==> config.mk <==
export PLATFORM = sky130hd
export DESIGN_NAME = senone_score_scheduler
export DESIGN_NICKNAME = d
export VERILOG_FILES = /design/src/rtl/senone_score_scheduler.sv
export SDC_FILE = /design/constraint.sdc
export NUM_CORES = 1
export LEC_CHECK = 0
export CORE_MARGIN = 5
export CORE_UTILIZATION = 55
export CTS_BUF_LIST = sky130_fd_sc_hd__clkbuf_4
export CTS_CLUSTER_DIAMETER = 100
export DETAILED_ROUTE_END_ITERATION = 12
export DONT_BUFFER_PORTS = 1
export PLACE_DENSITY = 0.76
export SLEW_MARGIN = 5
export SYNTH_ARGS = -nofsm -noshare
export SYNTH_HDL_FRONTEND = slang
export SYNTH_SLANG_ARGS = --single-unit
export TNS_END_PERCENT = 30
==> constraint.sdc <==
create_clock -name clk -period 4.4 [get_ports clk]
set_input_delay 0.66 -clock clk [delete_from_list [all_inputs] [get_ports clk]]
set_output_delay 0.66 -clock clk [all_outputs]
set_load 0.02 [all_outputs]
==> src/rtl/senone_score_scheduler.sv <==
// Frame sequencer for senone scoring: scans score RAM through the shared max unit,
// captures the frame best, then rewrites each score normalised against that best.
module senone_score_scheduler #(
  parameter int unsigned ADDR_W = 12
) (
  input  logic              clk,
  input  logic              reset,
  input  logic              i_start,
  input  logic [ADDR_W:0]   i_senone_count,
  output logic              o_rd_en,
  output logic [ADDR_W-1:0] o_rd_addr,
  input  logic [15:0]       i_rd_data,
  output logic              o_wr_en,
  output logic [ADDR_W-1:0] o_wr_addr,
  output logic [15:0]       o_wr_data,
  output logic              o_max_clear,
  output logic              o_max_new_senone,
  output logic              o_max_last_senone,
  output logic [15:0]       o_max_score,
  input  logic [15:0]       i_max_best,
  input  logic              i_max_done,
  output logic [15:0]       o_best_score,
  output logic              o_busy,
  output logic              o_done
);

  localparam int unsigned CNT_W  = ADDR_W + 1;
  localparam int unsigned DATA_W = 16;
  localparam logic [CNT_W-1:0]  MAX_COUNT = CNT_W'(1) << ADDR_W;
  localparam logic [DATA_W-1:0] MOST_NEG  = 16'h8000;
  localparam logic [DATA_W-1:0] MOST_POS  = 16'h7FFF;

  typedef enum logic [2:0] {S_IDLE, S_SCAN, S_DRAIN, S_NORM, S_DONE} state_t;

  state_t              r_state;
  state_t              w_state_nxt;
  logic [CNT_W-1:0]    r_count;
  logic                r_rd_en;
  logic [ADDR_W-1:0]   r_rd_addr;
  logic                r_wr_en;
  logic [ADDR_W-1:0]   r_wr_addr;
  logic                r_max_clear;
  logic                r_max_new;
  logic                r_max_last;
  logic [DATA_W-1:0]   r_best;
  logic                r_busy;
  logic                r_done;

  logic                w_accept;
  logic [CNT_W-1:0]    w_count_clamped;
  logic [ADDR_W-1:0]   w_last_addr;
  logic                w_at_last;
  logic                w_rd_en_nxt;
  logic [ADDR_W-1:0]   w_rd_addr_nxt;
  logic                w_max_clear_nxt;
  logic [DATA_W-1:0]   w_best_nxt;
  logic [CNT_W-1:0]    w_count_nxt;
  logic signed [DATA_W:0] w_diff;
  logic [DATA_W-1:0]   w_norm;

  assign w_accept        = i_start && (r_state == S_IDLE || r_state == S_DONE);
  assign w_count_clamped = (i_senone_count > MAX_COUNT) ? MAX_COUNT : i_senone_count;
  assign w_last_addr     = ADDR_W'(r_count - CNT_W'(1));
  assign w_at_last       = (r_rd_addr == w_last_addr);

  // 17-bit signed difference against the frame best, saturated to 16 bits
  assign w_diff = $signed({i_rd_data[DATA_W-1], i_rd_data}) - $signed({r_best[DATA_W-1], r_best});

  always_comb begin
    w_norm = w_diff[DATA_W-1:0];
    if (w_diff[DATA_W] != w_diff[DATA_W-1]) begin
      w_norm = w_diff[DATA_W] ? MOST_NEG : MOST_POS;
    end
  end

  always_ff @(posedge clk or posedge reset) begin
    if (reset) begin
      r_state <= S_IDLE;
    end else begin
      r_state <= w_state_nxt;
    end
  end

  // NORM holds one extra cycle with no read so the trailing write completes
  always_comb begin
    w_state_nxt = r_state;
    case (r_state)
      S_IDLE, S_DONE: begin
        w_state_nxt = S_IDLE;
        if (w_accept) begin
          w_state_nxt = (w_count_clamped == '0) ? S_NORM : S_SCAN;
        end
      end
      S_SCAN:  if (w_at_last)  w_state_nxt = S_DRAIN;
      S_DRAIN: if (i_max_done) w_state_nxt = S_NORM;
      S_NORM:  if (!r_rd_en)   w_state_nxt = S_DONE;
      default: w_state_nxt = S_IDLE;
    endcase
  end

  always_comb begin
    w_rd_en_nxt     = 1'b0;
    w_rd_addr_nxt   = '0;
    w_max_clear_nxt = 1'b0;
    w_best_nxt      = r_best;
    w_count_nxt     = r_count;
    case (r_state)
      S_IDLE, S_DONE: begin
        if (w_accept) begin
          w_max_clear_nxt = 1'b1;
          w_best_nxt      = MOST_NEG;
          w_count_nxt     = w_count_clamped;
          w_rd_en_nxt     = (w_count_clamped != '0);
        end
      end
      S_SCAN: begin
        if (!w_at_last) begin
          w_rd_en_nxt   = 1'b1;
          w_rd_addr_nxt = r_rd_addr + ADDR_W'(1);
        end
      end
      S_DRAIN: begin
        if (i_max_done) begin
          w_best_nxt  = i_max_best;
          w_rd_en_nxt = 1'b1;
        end
      end
      S_NORM: begin
        if (r_rd_en && !w_at_last) begin
          w_rd_en_nxt   = 1'b1;
          w_rd_addr_nxt = r_rd_addr + ADDR_W'(1);
        end
      end
      default: ;
    endcase
  end

  always_ff @(posedge clk or posedge reset) begin
    if (reset) begin
      r_count     <= '0;
      r_rd_en     <= 1'b0;
      r_rd_addr   <= '0;
      r_wr_en     <= 1'b0;
      r_wr_addr   <= '0;
      r_max_clear <= 1'b0;
      r_max_new   <= 1'b0;
      r_max_last  <= 1'b0;
      r_best      <= MOST_NEG;
      r_busy      <= 1'b0;
      r_done      <= 1'b0;
    end else begin
      r_count     <= w_count_nxt;
      r_rd_en     <= w_rd_en_nxt;
      r_rd_addr   <= w_rd_addr_nxt;
      r_wr_en     <= (r_state == S_NORM) && r_rd_en;
      r_wr_addr   <= ((r_state == S_NORM) && r_rd_en) ? r_rd_addr : '0;
      r_max_clear <= w_max_clear_nxt;
      r_max_new   <= (r_state == S_SCAN) && r_rd_en;
      r_max_last  <= (r_state == S_SCAN) && r_rd_en && w_at_last;
      r_best      <= w_best_nxt;
      r_busy      <= (w_state_nxt == S_SCAN) || (w_state_nxt == S_DRAIN) || (w_state_nxt == S_NORM);
      r_done      <= (w_state_nxt == S_DONE);
    end
  end

  // RAM read data passes straight through, gated so idle values stay at zero
  assign o_max_score       = r_max_new ? i_rd_data : '0;
  assign o_wr_data         = r_wr_en ? w_norm : '0;
  assign o_rd_en           = r_rd_en;
  assign o_rd_addr         = r_rd_addr;
  assign o_wr_en           = r_wr_en;
  assign o_wr_addr         = r_wr_addr;
  assign o_max_clear       = r_max_clear;
  assign o_max_new_senone  = r_max_new;
  assign o_max_last_senone = r_max_last;
  assign o_best_score      = r_best;
  assign o_busy            = r_busy;
  assign o_done            = r_done;

endmodule

=== Word-level counts from Yosys, hierarchy flattened ===
Index checks and enable logic that the tools add are counted.

* Add/sub/neg operators: 3
* Eq/ne operators: 12
* Muxes and demuxes: 25
* $lt $le $gt $ge: 1
* Reductions and logical operators: 16

{| class="wikitable"
|+ Operators with widths
! operator !! count
|-
| $mux 16 || 6
|-
| $mux 12 || 3
|-
| $pmux 16 s2 || 1
|-
| $pmux 12 s2 || 1
|-
| $sub 16x16->17 || 1
|-
| $gt 13x13->1 const B || 1
|-
| $logic_not 13->1 || 1
|-
| $mux 13 || 1
|-
| $reduce_bool 13->1 || 1
|-
| $add 12x1->12 const B || 1
|-
| $eq 12x12->1 || 1
|-
| $eq 3x2->1 const B || 4
|-
| $pmux 3 s4 || 1
|-
| $sub 12x1->12 const B || 1
|-
| $mux 3 || 3
|-
| $eq 3x1->1 const B || 2
|-
| $eq 3x3->1 const B || 2
|-
| $mux 1 || 6
|-
| $logic_and 1x1->1 || 5
|-
| $mux 2 || 2
|-
| $ne 2x2->1 const B || 2
|-
| $pmux 1 s4 || 1
|-
| $logic_not 3->1 || 1
|-
| $logic_or 1x1->1 || 3
|-
| 6 further kinds || 6
|}

* Bits in registers: 62
* Output and inout port bits: 79
* Bits of input ports: 49
* Word-level logic and storage cells: 69

=== Longest topological paths before layout ===
Gate-level depths: netlist (run 1).

* Word-level depth: 9
* Mapped depth: 12
* Mapped depth without buffers: 11

=== Worst setup path before layout (run 1) ===
No wires, ideal clock.

* Path type: input port to output port
* Start point: in i_rd_data[0]
* End point: out o_wr_data[10]
* Stages on the path: 12
* Path buffers: 1
* Slack: 0.704 ns
* Arrival: 3.036 ns
* Data required time: 3.740 ns
* Cells stage by stage: inv_1 > ha_1 > inv_1 > fa_1 > a21o_1 > a21oi_1 > o221ai_1 > a21oi_1 > o22ai_1 > or2_1 > clkbuf_1 > a31o_2

* Longest elaborated chain between the ends: 4
* Elaborated cells on any way between the ends: 5
* Those cells by class: 1 x add/sub; 1 x eq/ne; 3 x mux

{| class="wikitable"
|+ Ends and longest elaborated chain
! element !! line !! RTL
|-
| start, declared || 12 || <nowiki>input logic [15:0] i_rd_data,</nowiki>
|-
| $sub 16x16->17 * || 67 || <nowiki>assign w_diff = $signed({i_rd_data[DATA_W-1], i_rd_data}) - $signed({r_best[DATA_W-1], r_best});</nowiki>
|-
| $mux 16 or $ne 1x1->1 (tied branches) || 72, 71 ||
|-
| $mux 16 * || 71 || <nowiki>if (w_diff[DATA_W] != w_diff[DATA_W-1]) begin</nowiki>
|-
| $mux 16 * || 168 || <nowiki>assign o_wr_data = r_wr_en ? w_norm : '0;</nowiki>
|-
| end, declared || 15 || <nowiki>output logic [15:0] o_wr_data,</nowiki>
|}

Mark *: on every way between the ends. The rest lies on a longest branch, timed or not.

=== Worst setup path in the final report (run 1) ===
* Start point: reg r_best[0] (netlist: o_best_score[0])
* End point: out o_wr_data[2]

* Longest elaborated chain between the ends: 4
* Elaborated cells on any way between the ends: 5
* Those cells by class: 1 x add/sub; 1 x eq/ne; 3 x mux

{| class="wikitable"
|+ Ends and longest elaborated chain
! element !! line !! RTL
|-
| start, declared || 45 || <nowiki>logic [DATA_W-1:0] r_best;</nowiki>
|-
| start signal, assigned || 160 || <nowiki>r_best <= w_best_nxt;</nowiki>
|-
| $sub 16x16->17 * || 67 ||
|-
| $mux 16 or $ne 1x1->1 (tied branches) || 72, 71 ||
|-
| $mux 16 * || 71 ||
|-
| $mux 16 * || 168 ||
|}

Marks and branches as above.

==> results.sh, run 1 <==
export IMPL_status="finished, final reports clean"
export IMPL_fp_row_count=30
export IMPL_grt_start_max_net_pins=53
export IMPL_p_seq_share_pct=42.2
export IMPL_die_w_um=93.67
export IMPL_routedWlPerCell_um=18.45
export IMPL_grt_pass1_vias=3070
export IMPL_routabilityCongestion=0.9263
export IMPL_p_comb_share_pct=41.8
export IMPL_cp_start_kind="register"
export IMPL_intPower_uw=1141
export IMPL_critPathCapture="o_wr_data[2]"
export IMPL_r2r_cells=9
export IMPL_drv_cap=0
export IMPL_nFillCells=617
export IMPL_ys_warn_count=0
export IMPL_dieHeight_um=93.67
export IMPL_drc=0
export IMPL_crit_type="register to primary output"
export IMPL_antenna_found_initial=0
export IMPL_grt_first_pass_wirelength_um=15310
export IMPL_synth_top_area_cell="dfrtp_1"
export IMPL_cts_buffers=9
export IMPL_place_hpwl_um=7246
export IMPL_syn_instance_count=419
export IMPL_cts_path_max_buffers=2
export IMPL_via_per_inst=5.996
export IMPL_cts_sinks=62
export IMPL_p_leak_uw=0.001765
export IMPL_fin_worst_skew_ns=0.02845
export IMPL_tns_ns=0
export IMPL_layout_min_cycle_time_ns=4.103
export IMPL_path_clk_slew_ns=0.13
export IMPL_post_route_period_util_pct=93.25
export IMPL_ant_nets=0
export IMPL_whs_ns=0.02814
export IMPL_synth_edf_count=0
export IMPL_fmax_ghz=0.2437
export IMPL_routed_wl_um=9445
export IMPL_h_tree_depth=3
export IMPL_ys_seq_elements=62
export IMPL_ys_types=57
export IMPL_hold_buffers=0
export IMPL_area_delta_synth_final_pct=4.290
export IMPL_critical_path_max_fanout=13
export IMPL_seq_area_frac_synth_pct=40.33
export IMPL_pin_count=128
export IMPL_maxSlewHeadroom_pct=33.33
export IMPL_die_area_sq_mm=0.008773
export IMPL_power_density_mw_per_mm2=531.6
export IMPL_yosys_area_top_type_share_pct=39.65
export IMPL_first_pass_iters=4
export IMPL_cts_root_buf="clkbuf_4"
export IMPL_tightest_slew_ns=0.9976
export IMPL_worstPathArrival_ns=3.44
export IMPL_clock_power_share_pct=16.0
export IMPL_synth_area_sq_mm=0.003850
export IMPL_finalSetupViolations=0
export IMPL_peakVddDrop_mv=0.3058
export IMPL_timing_rr_end="o_rd_en$_DFF_PP0_"
export IMPL_grt_overflow_total=0
export IMPL_yosys_top_cells_area="dfrtp_1 40%, ha_1 5.8%, and2_1 4.9%"
export IMPL_worstPathRequired_ns=3.74
export IMPL_synth_area_per_cell_sq_um=9.188
export IMPL_synthArstFlopShare_pct=100.0
export IMPL_ys_flop_type="dfrtp_1"
export IMPL_synth_fp_nets=487
export IMPL_clk_latency_ns=0.42
export IMPL_switching_power_uw=993.5
export IMPL_setup_worst_path_start="o_best_score[0]$_DFFE_PP0P_"
export IMPL_switching_share_pct=46.54
export IMPL_final_nets=479
export IMPL_r2r_start="r_count[0]$_DFFE_PP0P_"
export IMPL_hold_path_class="primary input to async pin"
export IMPL_portBuffers=0
export IMPL_rsz0062_at_grt="false"
export IMPL_p_total_uw=2135
export IMPL_hold_viol=0
export IMPL_slew_viol_final=0
export IMPL_drive_gt1_share_pct=12.50
export IMPL_crit_path_end_kind="primary output"
export IMPL_vias=3070
export IMPL_cts_tree="built"
export IMPL_grt_usage_pct=22.20
export IMPL_cts_setup_buffers=0
export IMPL_regToRegSetupSlack_ns=1.03
export IMPL_coreArea_sq_mm=0.006794
export IMPL_cts_resized=0
export IMPL_diodes=0
export IMPL_start_util_pct=56.67
export IMPL_drt_iter0_markers=145
Yosys cell counts, types with 3 or more instances:
cell / instances
nand3_1: 22
a31oi_1: 5
nor2_2: 10
nand2_1: 27
and3_1: 5
clkbuf_1: 16
a31o_2: 13
nand4_1: 6
nor3_1: 3
xnor2_1: 17
nor2_1: 20
o21ai_0: 29
a211oi_1: 4
a21o_1: 3
inv_1: 29
dfrtp_1: 61
a22o_1: 10
a21oi_1: 18
nor4_1: 5
nor2b_1: 5
ha_1: 18
and2_1: 30
xor2_1: 17
layer usage:
layer / GRT usage, % / up-vias / wire length [um]
li1: - / 1458 / -
met1: 26.31 / 1483 / 3652
met2: 38.89 / 111 / 4936
met3: 5.929 / 18 / 667
met4: 7.461 / 0 / 189
met5: 0 / - / 0
critical path: stages (launching register included):
cell and delay (ns):
dfrtp_1 0.50, ha_1 0.22, inv_1 0.06, fa_1 0.42
a21o_1 0.18, a21oi_1 0.21, o221ai_1 0.22, a21oi_1 0.30
o22ai_1 0.22, and3_1 0.35, a31o_2 0.32
kinds of logic after synthesis:
| group | synth area share, % |
|---|---|
| AOI/OAI and AO/OA | 18.23 |
| DFF | 40.33 |
| muxes | 0.2925 |
| xor gates and xnor gates | 8.157 |
| and+or+nand+nor | 21.29 |
| adders and majority gates | 6.370 |
| buffers and inverters | 5.330 |
layout by cell type, fill, tap and decap left out, types with 2 or more instances in the layout:
| master | netlist | routed |
|---|---|---|
| a211oi_1 | 4 | 4 |
| nand4_1 | 6 | 6 |
| buf_4 | 0 | 2 |
| a21oi_1 | 18 | 18 |
| dfrtp_1 | 61 | 61 |
| nor4_1 | 5 | 5 |
| clkinv_4 | 0 | 2 |
| nor2b_1 | 5 | 5 |
| o311ai_0 | 2 | 2 |
| nand3b_1 | 2 | 2 |
| nand2_1 | 27 | 27 |
| inv_1 | 29 | 28 |
| clkbuf_4 | 0 | 9 |
| and2_1 | 30 | 30 |
| or3_1 | 2 | 2 |
| nor3_1 | 3 | 3 |
| a21o_1 | 3 | 3 |
| xor2_1 | 17 | 17 |
| o221ai_1 | 2 | 2 |
| o31ai_1 | 2 | 2 |
| clkinvlp_4 | 0 | 4 |
| xnor2_1 | 17 | 17 |
| a31o_2 | 13 | 13 |
| a22o_1 | 10 | 10 |
| ha_1 | 18 | 18 |
| and3_1 | 5 | 5 |
| and4_1 | 2 | 2 |
| nor2_1 | 20 | 20 |
| nor2_2 | 10 | 10 |
| o211a_1 | 2 | 2 |
| o21ai_0 | 29 | 29 |
| o211ai_1 | 2 | 2 |
| nand3_1 | 22 | 22 |
| and2b_1 | 2 | 2 |
| a211o_1 | 2 | 2 |
| a31oi_1 | 5 | 5 |
power by group through the flow:
| stage | Combinational, uW | Sequential, uW | Clock, uW |
|---|---|---|---|
| after global placement | 876 | 906 | 0 |
| after global routing | 987 | 919 | 382 |
| after floorplan | 827 | 825 | 0 |
| final | 892 | 901 | 342 |
| after detailed placement | 891 | 912 | 0 |
| after CTS | 896 | 900 | 351 |
sequential cells by signal, summed over array words and instances, names as in the netlist:
register           flops
o_max_last_senone      1
o_max_clear            1
r_count               12
r_state                3
o_busy                 1
o_done                 1
o_rd_en                1
o_best_score          16
o_wr_en                1
o_wr_addr             12
o_rd_addr             12
o_max_new_senone       1
worst min path at each step:
stage	endpoint	depth (start not counted)
2_1_floorplan	r_count[11]$_DFFE_PP0P_	1
3_3_place_gp	o_wr_addr[4]$_DFF_PP0_	1
3_5_place_dp	o_best_score[0]$_DFFE_PP0P_	1
4_1_cts	o_best_score[0]$_DFFE_PP0P_	1
5_1_grt	o_best_score[0]$_DFFE_PP0P_	1
6_report	o_best_score[0]$_DFFE_PP0P_	1
layout make-up:
type / count / area [sq um] / area share [%]
clock buffers: 9 / 67.56 / 1.683
repair buffers: 2 / 15.01 / 0.3739
inverters: 29 / 108.9 / 2.711
clock inverters: 7 / 51.30 / 1.278
well taps: 96 / 120.1 / 2.992
multi-input cells: 307 / 2100 / 52.29
flip-flops and latches: 62 / 1553 / 38.67
through the flow:
| stage | util [%] | setup WS, ns | area, sq um | cells |
|---|---|---|---|---|
| floorplan | - | 0.7038 | 3850 | 419 |
| global placement | 57.31 | 0.5962 | 3894 | 496 |
| detailed placement | 57.31 | 0.4964 | 3894 | 496 |
| CTS | 59.06 | 0.1826 | 4013 | 512 |
| global route | 59.10 | 0.07113 | 4015 | 512 |
| finish | 59.10 | 0.2969 | 4015 | 512 |
Note: power is estimated with default switching activity, not from simulation.
==> inputs of run 2 (changes only) <==
--- a/config.mk
+++ b/config.mk
@@ -5,7 +5,6 @@
 export SDC_FILE = /design/constraint.sdc
 export NUM_CORES = 1
 export LEC_CHECK = 0
-export CORE_MARGIN = 5
 export CORE_UTILIZATION = 55
 export CTS_BUF_LIST = sky130_fd_sc_hd__clkbuf_4
 export CTS_CLUSTER_DIAMETER = 100
==> run 2 against run 1 <==
Worst setup slack improved by 0.012 ns. Non-clock buffer count did not move. Final area rose by 1.2%. Power rose by 4.6%. Sequential cell count did not move. Sequential power fell by 0.4%. Clock skew fell by 0.012 ns. Combinational power barely moved. Fmax rose by 0.28%. Cell count did not move. Largest cell class unchanged.
==> results.sh, run 2 (synthesis gave the netlist of run 1 again) <==
export IMPL_status="finished, final reports clean"
export IMPL_worst_path_buf_inv=1
export IMPL_coreArea_sq_mm=0.006794
export IMPL_crit_path_max_incr_delay_ns=0.47
export IMPL_drv_cap=0
export IMPL_fin_worst_skew_ns=0.01600
export IMPL_crit_path_frequent_cell="a21oi_1"
export IMPL_path_clk_slew_ns=0.12
export IMPL_routed_wl_um=8678
export IMPL_grtUsageMet2_pct=43.93
export IMPL_grt_start_max_net_pins=35
export IMPL_critPathTopFamily="compound AO/OA/AOI/OAI gates"
export IMPL_pin_count=128
export IMPL_post_route_period_util_pct=92.99
export IMPL_finalSetupViolations=0
export IMPL_drc=0
export IMPL_crit_path_end_kind="primary output"
export IMPL_cts_tree="built"
export IMPL_via_per_inst=6.059
export IMPL_final_nets=479
export IMPL_worstPathRequired_ns=3.74
export IMPL_hold_buffers=0
export IMPL_fmax_ghz=0.2444
export IMPL_cts_sinks=62
export IMPL_final_common_cell="dfrtp_1"
export IMPL_timing_final_ws_setup_ns=0.3084
export IMPL_start_util_pct=56.67
export IMPL_maxSlewHeadroom_pct=40.80
export IMPL_routabilityCongestion=0.9278
export IMPL_portBuffers=0
export IMPL_tightest_slew_ns=0.8858
export IMPL_routedWlPerCell_um=16.95
export IMPL_drt_iter0_markers=163
export IMPL_ant_nets=0
export IMPL_dieHeight_um=85.67
export IMPL_grt_pass1_vias=2898
export IMPL_busiest_layer="met2"
export IMPL_first_pass_iters=4
export IMPL_antenna_found_initial=0
export IMPL_dp_slack_ns=0.5336
export IMPL_grt_usage_pct=24.28
export IMPL_rsz0062_at_grt="false"
export IMPL_nFillCells=607
export IMPL_critical_path_max_fanout=13
export IMPL_hold_path_class="primary input to async pin"
export IMPL_grt_overflow_total=0
export IMPL_slew_viol_final=0
export IMPL_die_w_um=85.67
export IMPL_grt_first_pass_wirelength_um=13770
export IMPL_drive_gt1_share_pct=12.74
export IMPL_clk_latency_ns=0.41
export IMPL_hold_viol=0
export IMPL_peakVddDrop_mv=0.2860
export IMPL_worstPathArrival_ns=3.43
export IMPL_cts_root_buf="clkbuf_4"
export IMPL_most_common_layout_cells="60 x dfrtp_1, 30 x and2_1, 29 x o21ai_0, 28 x inv_1, 27 x nand2_1"
export IMPL_place_hpwl_um=6783
export IMPL_met1_usage_pct=28.15
export IMPL_cp_start_kind="register"
export IMPL_fp_row_count=30
export IMPL_path_cells="ha_1, inv_1, fa_1, a21o_1, a21oi_1, o221ai_1, a21oi_1, o22ai_1, or2_1, a31o_2"
export IMPL_vias=3102
export IMPL_die_area_sq_mm=0.007338
export IMPL_grtUsageMet3_pct=6.160
export IMPL_diodes=0
export IMPL_p_leak_uw=0.001796
export IMPL_layout_min_cycle_time_ns=4.092
export IMPL_area_delta_synth_final_pct=5.492
export IMPL_largest_register_ffs=16
export IMPL_crit_type="register to primary output"
export IMPL_tns_ns=0
export IMPL_cts_buffers=9
export IMPL_cts_path_max_buffers=2
export IMPL_crit_slowest_cell="dfrtp_2"
export IMPL_power_density_mw_per_mm2=549.9
export IMPL_h_tree_depth=3
[run 2: timing repair]
action,CTS,global route
gates resized for setup,0,1
setup buffers,0,0
endpoints found under the setup margin,0,13
[run 2: path summary, 6_finish.rpt]
check	end	cells after the start	slack, ns	from
worst max-delay path	o_wr_data[1]	10	0.31	o_best_score[0]$_DFFE_PP0P_
worst min-delay path	o_wr_addr[4]$_DFF_PP0_	1	0.17	reset
worst max register to register	o_rd_en$_DFF_PP0_	9	1.05	r_count[0]$_DFFE_PP0P_
worst min register to register	r_count[11]$_DFFE_PP0P_	1	0.56	r_count[11]$_DFFE_PP0P_
max in group asynchronous	r_count[1]$_DFFE_PP0P_	2	3.37	reset
min in group clk	o_best_score[15]$_DFFE_PP1P_	2	0.34	i_max_best[15]
[run 2: layer usage]
metal,part of all wire [%],wire [um],vias to the layer above
met5,0,0,-
met4,1.5,132,0
met3,6.6,576,16
met2,52,4518,110
met1,40,3450,1506
li1,-,-,1470
[run 2: final cells by class]
| class | count | area (sq um) | area share [%] |
|---|---|---|---|
| inverters | 29 | 108.9 | 2.680 |
| well taps | 96 | 120.1 | 2.957 |
| multi-input cells | 307 | 2097 | 51.63 |
| clock inverters | 7 | 98.84 | 2.434 |
| repair buffers | 2 | 15.01 | 0.3697 |
| clock buffers | 9 | 67.56 | 1.664 |
| flip-flops and latches | 62 | 1554 | 38.26 |
[run 2: metrics by stage]
stage / area, sq um / instances / utilization, % / total power, uW / hold WS, ns
final: 4061 / 512 / 59.78 / 2233 / 0.1691
after global routing: 4061 / 512 / 59.78 / 2384 / 0.1888
after CTS: 4060 / 512 / 59.76 / 2246 / 0.1757
after detailed placement: 3894 / 496 / 57.31 / 1798 / 0.5428
after global placement: 3894 / 496 / 57.31 / 1767 / 0.5123
after floorplan: 3850 / 419 / - / 1652 / 0.4937
[run 2: worst register-to-register path: stages, from the launching register on]
cell and delay, ns:
dfrtp_1 0.44, inv_1 0.09, ha_1 0.21, or4b_4 0.49, or3_4 0.36, or4_4 0.44
xnor2_2 0.15, a2111o_2 0.50, o21ai_2 0.34, o211ai_1 0.19
[run 2: where the power goes]
group | internal, uW | switching (uW) | leakage, uW | total [uW]
Sequential | 668 | 229 | 0.000830 | 897
Combinational | 358 | 531 | 0.000880 | 889
Clock | 232 | 215 | 0.0000861 | 447
==> inputs of run 3 (changes only) <==
--- a/config.mk
+++ b/config.mk
@@ -11,6 +11,7 @@
 export DETAILED_ROUTE_END_ITERATION = 12
 export DONT_BUFFER_PORTS = 1
 export PLACE_DENSITY = 0.76
+export SETUP_SLACK_MARGIN = 0.02
 export SLEW_MARGIN = 5
 export SYNTH_ARGS = -nofsm -noshare
 export SYNTH_HDL_FRONTEND = slang
==> constraint.sdc (replaced) <==
create_clock -name clk -period 4.28 [get_ports clk]
set_input_delay 0.642 -clock clk [delete_from_list [all_inputs] [get_ports clk]]
set_output_delay 0.642 -clock clk [all_outputs]
set_load 0.02 [all_outputs]
==> run 3 against run 2 <==
Utilization increased by 0.092 points. Non-clock buffer count did not move. Sequential share of layout area decreased by 0.090 points. Global-route usage increased by 0.39 points. Clock-buffer cell count is the same. Power grew 2.8%. Cell count unchanged. Register-to-register slack worse by 0.09 ns. Worst setup slack got worse by 0.017 ns. Combinational power increased by 3.0%. Sequential power up 2.9%. Clock skew is essentially flat. Critical endpoint unchanged. Largest cell class unchanged. Highest routed layer unchanged.
==> results.sh, run 3 (synthesis gave the netlist of run 1 again) <==
export IMPL_grt_usage_pct=24.67
export IMPL_largest_register_ffs=16
export IMPL_cts_tree="built"
export IMPL_routedWlPerCell_um=17.08
export IMPL_final_nets=479
export IMPL_area_delta_synth_final_pct=5.655
export IMPL_ant_nets=0
export IMPL_fmax_ghz=0.2507
export IMPL_intPower_uw=1295
export IMPL_drt_iter0_markers=106
export IMPL_cts_buffers=9
export IMPL_portBuffers=0
export IMPL_timing_final_ws_setup_ns=0.2916
export IMPL_maxSlewHeadroom_pct=40.81
export IMPL_wl_met3_um=517
export IMPL_r2r_cells=9
export IMPL_final_common_cell="dfrtp_1"
export IMPL_cts_path_max_buffers=2
export IMPL_drive_gt1_share_pct=13.22
export IMPL_crit_type="register to primary output"
export IMPL_fin_util_pct=59.87
export IMPL_nFillCells=610
export IMPL_fp_row_count=30
export IMPL_crit_slowest_cell="dfrtp_1"
export IMPL_cts_root_buf="clkbuf_4"
export IMPL_top_layer_used="met4"
export IMPL_wl_met2_um=4511
export IMPL_pin_count=128
export IMPL_routabilityCongestion=0.9297
export IMPL_dieHeight_um=85.67
export IMPL_grt_start_max_net_pins=34
export IMPL_timing_rr_end="o_rd_en$_DFF_PP0_"
export IMPL_place_hpwl_um=6774
export IMPL_r2r_start="r_count[0]$_DFFE_PP0P_"
export IMPL_final_cell_count_no_fill=512
export IMPL_tightest_slew_ns=0.8857
export IMPL_h_tree_depth=3
export IMPL_rsz0062_at_grt="false"
export IMPL_most_common_layout_cells="61 x dfrtp_1, 30 x and2_1, 29 x o21ai_0, 28 x inv_1, 27 x nand2_1"
export IMPL_grt_pass1_vias=2948
export IMPL_post_route_period_util_pct=93.19
export IMPL_clk_latency_ns=0.41
export IMPL_power_density_mw_per_mm2=564.3
export IMPL_start_util_pct=56.67
export IMPL_finalSetupViolations=0
export IMPL_worstPathRequired_ns=3.64
export IMPL_first_pass_iters=4
export IMPL_cp_start_kind="register"
export IMPL_drv_cap=0
export IMPL_grt_overflow_total=0
export IMPL_die_w_um=85.67
export IMPL_regToRegSetupSlack_ns=0.96
export IMPL_p_leak_uw=0.001799
export IMPL_diodes=0
export IMPL_vias=3062
export IMPL_grt_first_pass_wirelength_um=13930
export IMPL_hold_buffers=0
export IMPL_switching_power_uw=1001
export IMPL_critical_path_max_fanout=13
export IMPL_via_per_inst=5.980
export IMPL_fin_worst_skew_ns=0.01576
export IMPL_path_clk_slew_ns=0.11
export IMPL_dp_slack_ns=0.4168
export IMPL_status="finished, final reports clean"
export IMPL_p_seq_share_pct=40.2
export IMPL_layout_min_cycle_time_ns=3.988
export IMPL_worstPathArrival_ns=3.35
export IMPL_peakVddDrop_mv=0.3317
export IMPL_whs_ns=0.1744
export IMPL_dp_cells=496
export IMPL_crit_path_end_kind="primary output"
export IMPL_coreArea_sq_mm=0.006794
export IMPL_hold_viol=0
export IMPL_drc=0
export IMPL_tns_ns=0
export IMPL_antenna_found_initial=0
export IMPL_crit_path_max_incr_delay_ns=0.51
export IMPL_die_area_sq_mm=0.007338
export IMPL_cts_sinks=62
export IMPL_clock_power_share_pct=19.9
export IMPL_slew_viol_final=0
export IMPL_hold_path_class="primary input to async pin"
export IMPL_p_comb_share_pct=39.9
export IMPL_path_cells="ha_1, inv_1, fa_1, a21o_1, a21oi_1, o221ai_1, a21oi_2, o22ai_1, or2_4, a31o_2"
export IMPL_routed_wl_um=8746
export IMPL_route_layer_met1_wl_um=3509
export IMPL_switching_share_pct=43.60
## run 3: cell types whose count changed in the layout (fill, tap and decap cells not counted)
cell and delta:
dfrtp_1 +1, a21oi_2 +1, dfrtp_2 -1, or2_4 +1, or2_1 -1, a21oi_1 -1, and3_2 +1, and3_1 -1
## run 3: power by group through the flow
stage	clock [uW]	sequential [uW]	combinational, uW
2_1_floorplan	0	848	850
3_3_place_gp	0	927	890
3_5_place_dp	0	934	911
6_report	457	923	916
4_1_cts	474	921	916
5_1_grt	506	943	1020
## run 3: through the flow
step           power [uW]  area [sq um]
4_1_cts              2311          4060
2_1_floorplan        1698          3850
3_5_place_dp         1845          3894
5_1_grt              2466          4068
6_report             2295          4068
3_3_place_gp         1817          3894
## run 3: layout make-up
class | count | area, sq um | area share, %
Multi-Input combinational cell | 307 | 2105 | 51.74
Sequential cell | 62 | 1553 | 38.17
Tap cell | 96 | 120.1 | 2.953
Inverter | 29 | 108.9 | 2.676
Clock inverter | 7 | 98.84 | 2.430
Clock buffer | 9 | 67.56 | 1.661
Timing Repair Buffer | 2 | 15.01 | 0.3691
## run 3: worst max path at each step
| stage | from | end | slack, ns | depth (start not counted) |
|---|---|---|---|---|
| after floorplan | i_rd_data[0] | o_wr_data[10] | 0.62 | 12 |
| after global placement | i_rd_data[0] | o_wr_data[1] | 0.55 | 11 |
| after detailed placement | i_rd_data[0] | o_wr_data[1] | 0.42 | 11 |
| after CTS | o_best_score[0]$_DFFE_PP0P_ | o_wr_data[1] | 0.06 | 10 |
| after global routing | o_best_score[0]$_DFFE_PP0P_ | o_wr_data[1] | 0.06 | 10 |
| final | o_best_score[0]$_DFFE_PP0P_ | o_wr_data[1] | 0.29 | 10 |
## run 3: per-layer routing
layer	global-route usage [%]	up-vias
met3	6.930	21
met5	0	-
met2	43.13	114
met1	28.26	1460
li1	-	1467
met4	10.91	0
## run 3: repair_timing
action	4_1_cts	5_1_grt
gates resized for setup	0	3
setup buffers	0	0
setup endpoints to repair	0	13
endpoints found under the hold margin	0	0
## run 3: worst max-delay path, delay by kind of cell (launching register included)
kind            cells  cell delay, ns
compound gates      6            1.38
fa+ha+maj           2            0.64
flops               1            0.51
simple gates        1            0.35
buf+inv             1            0.05
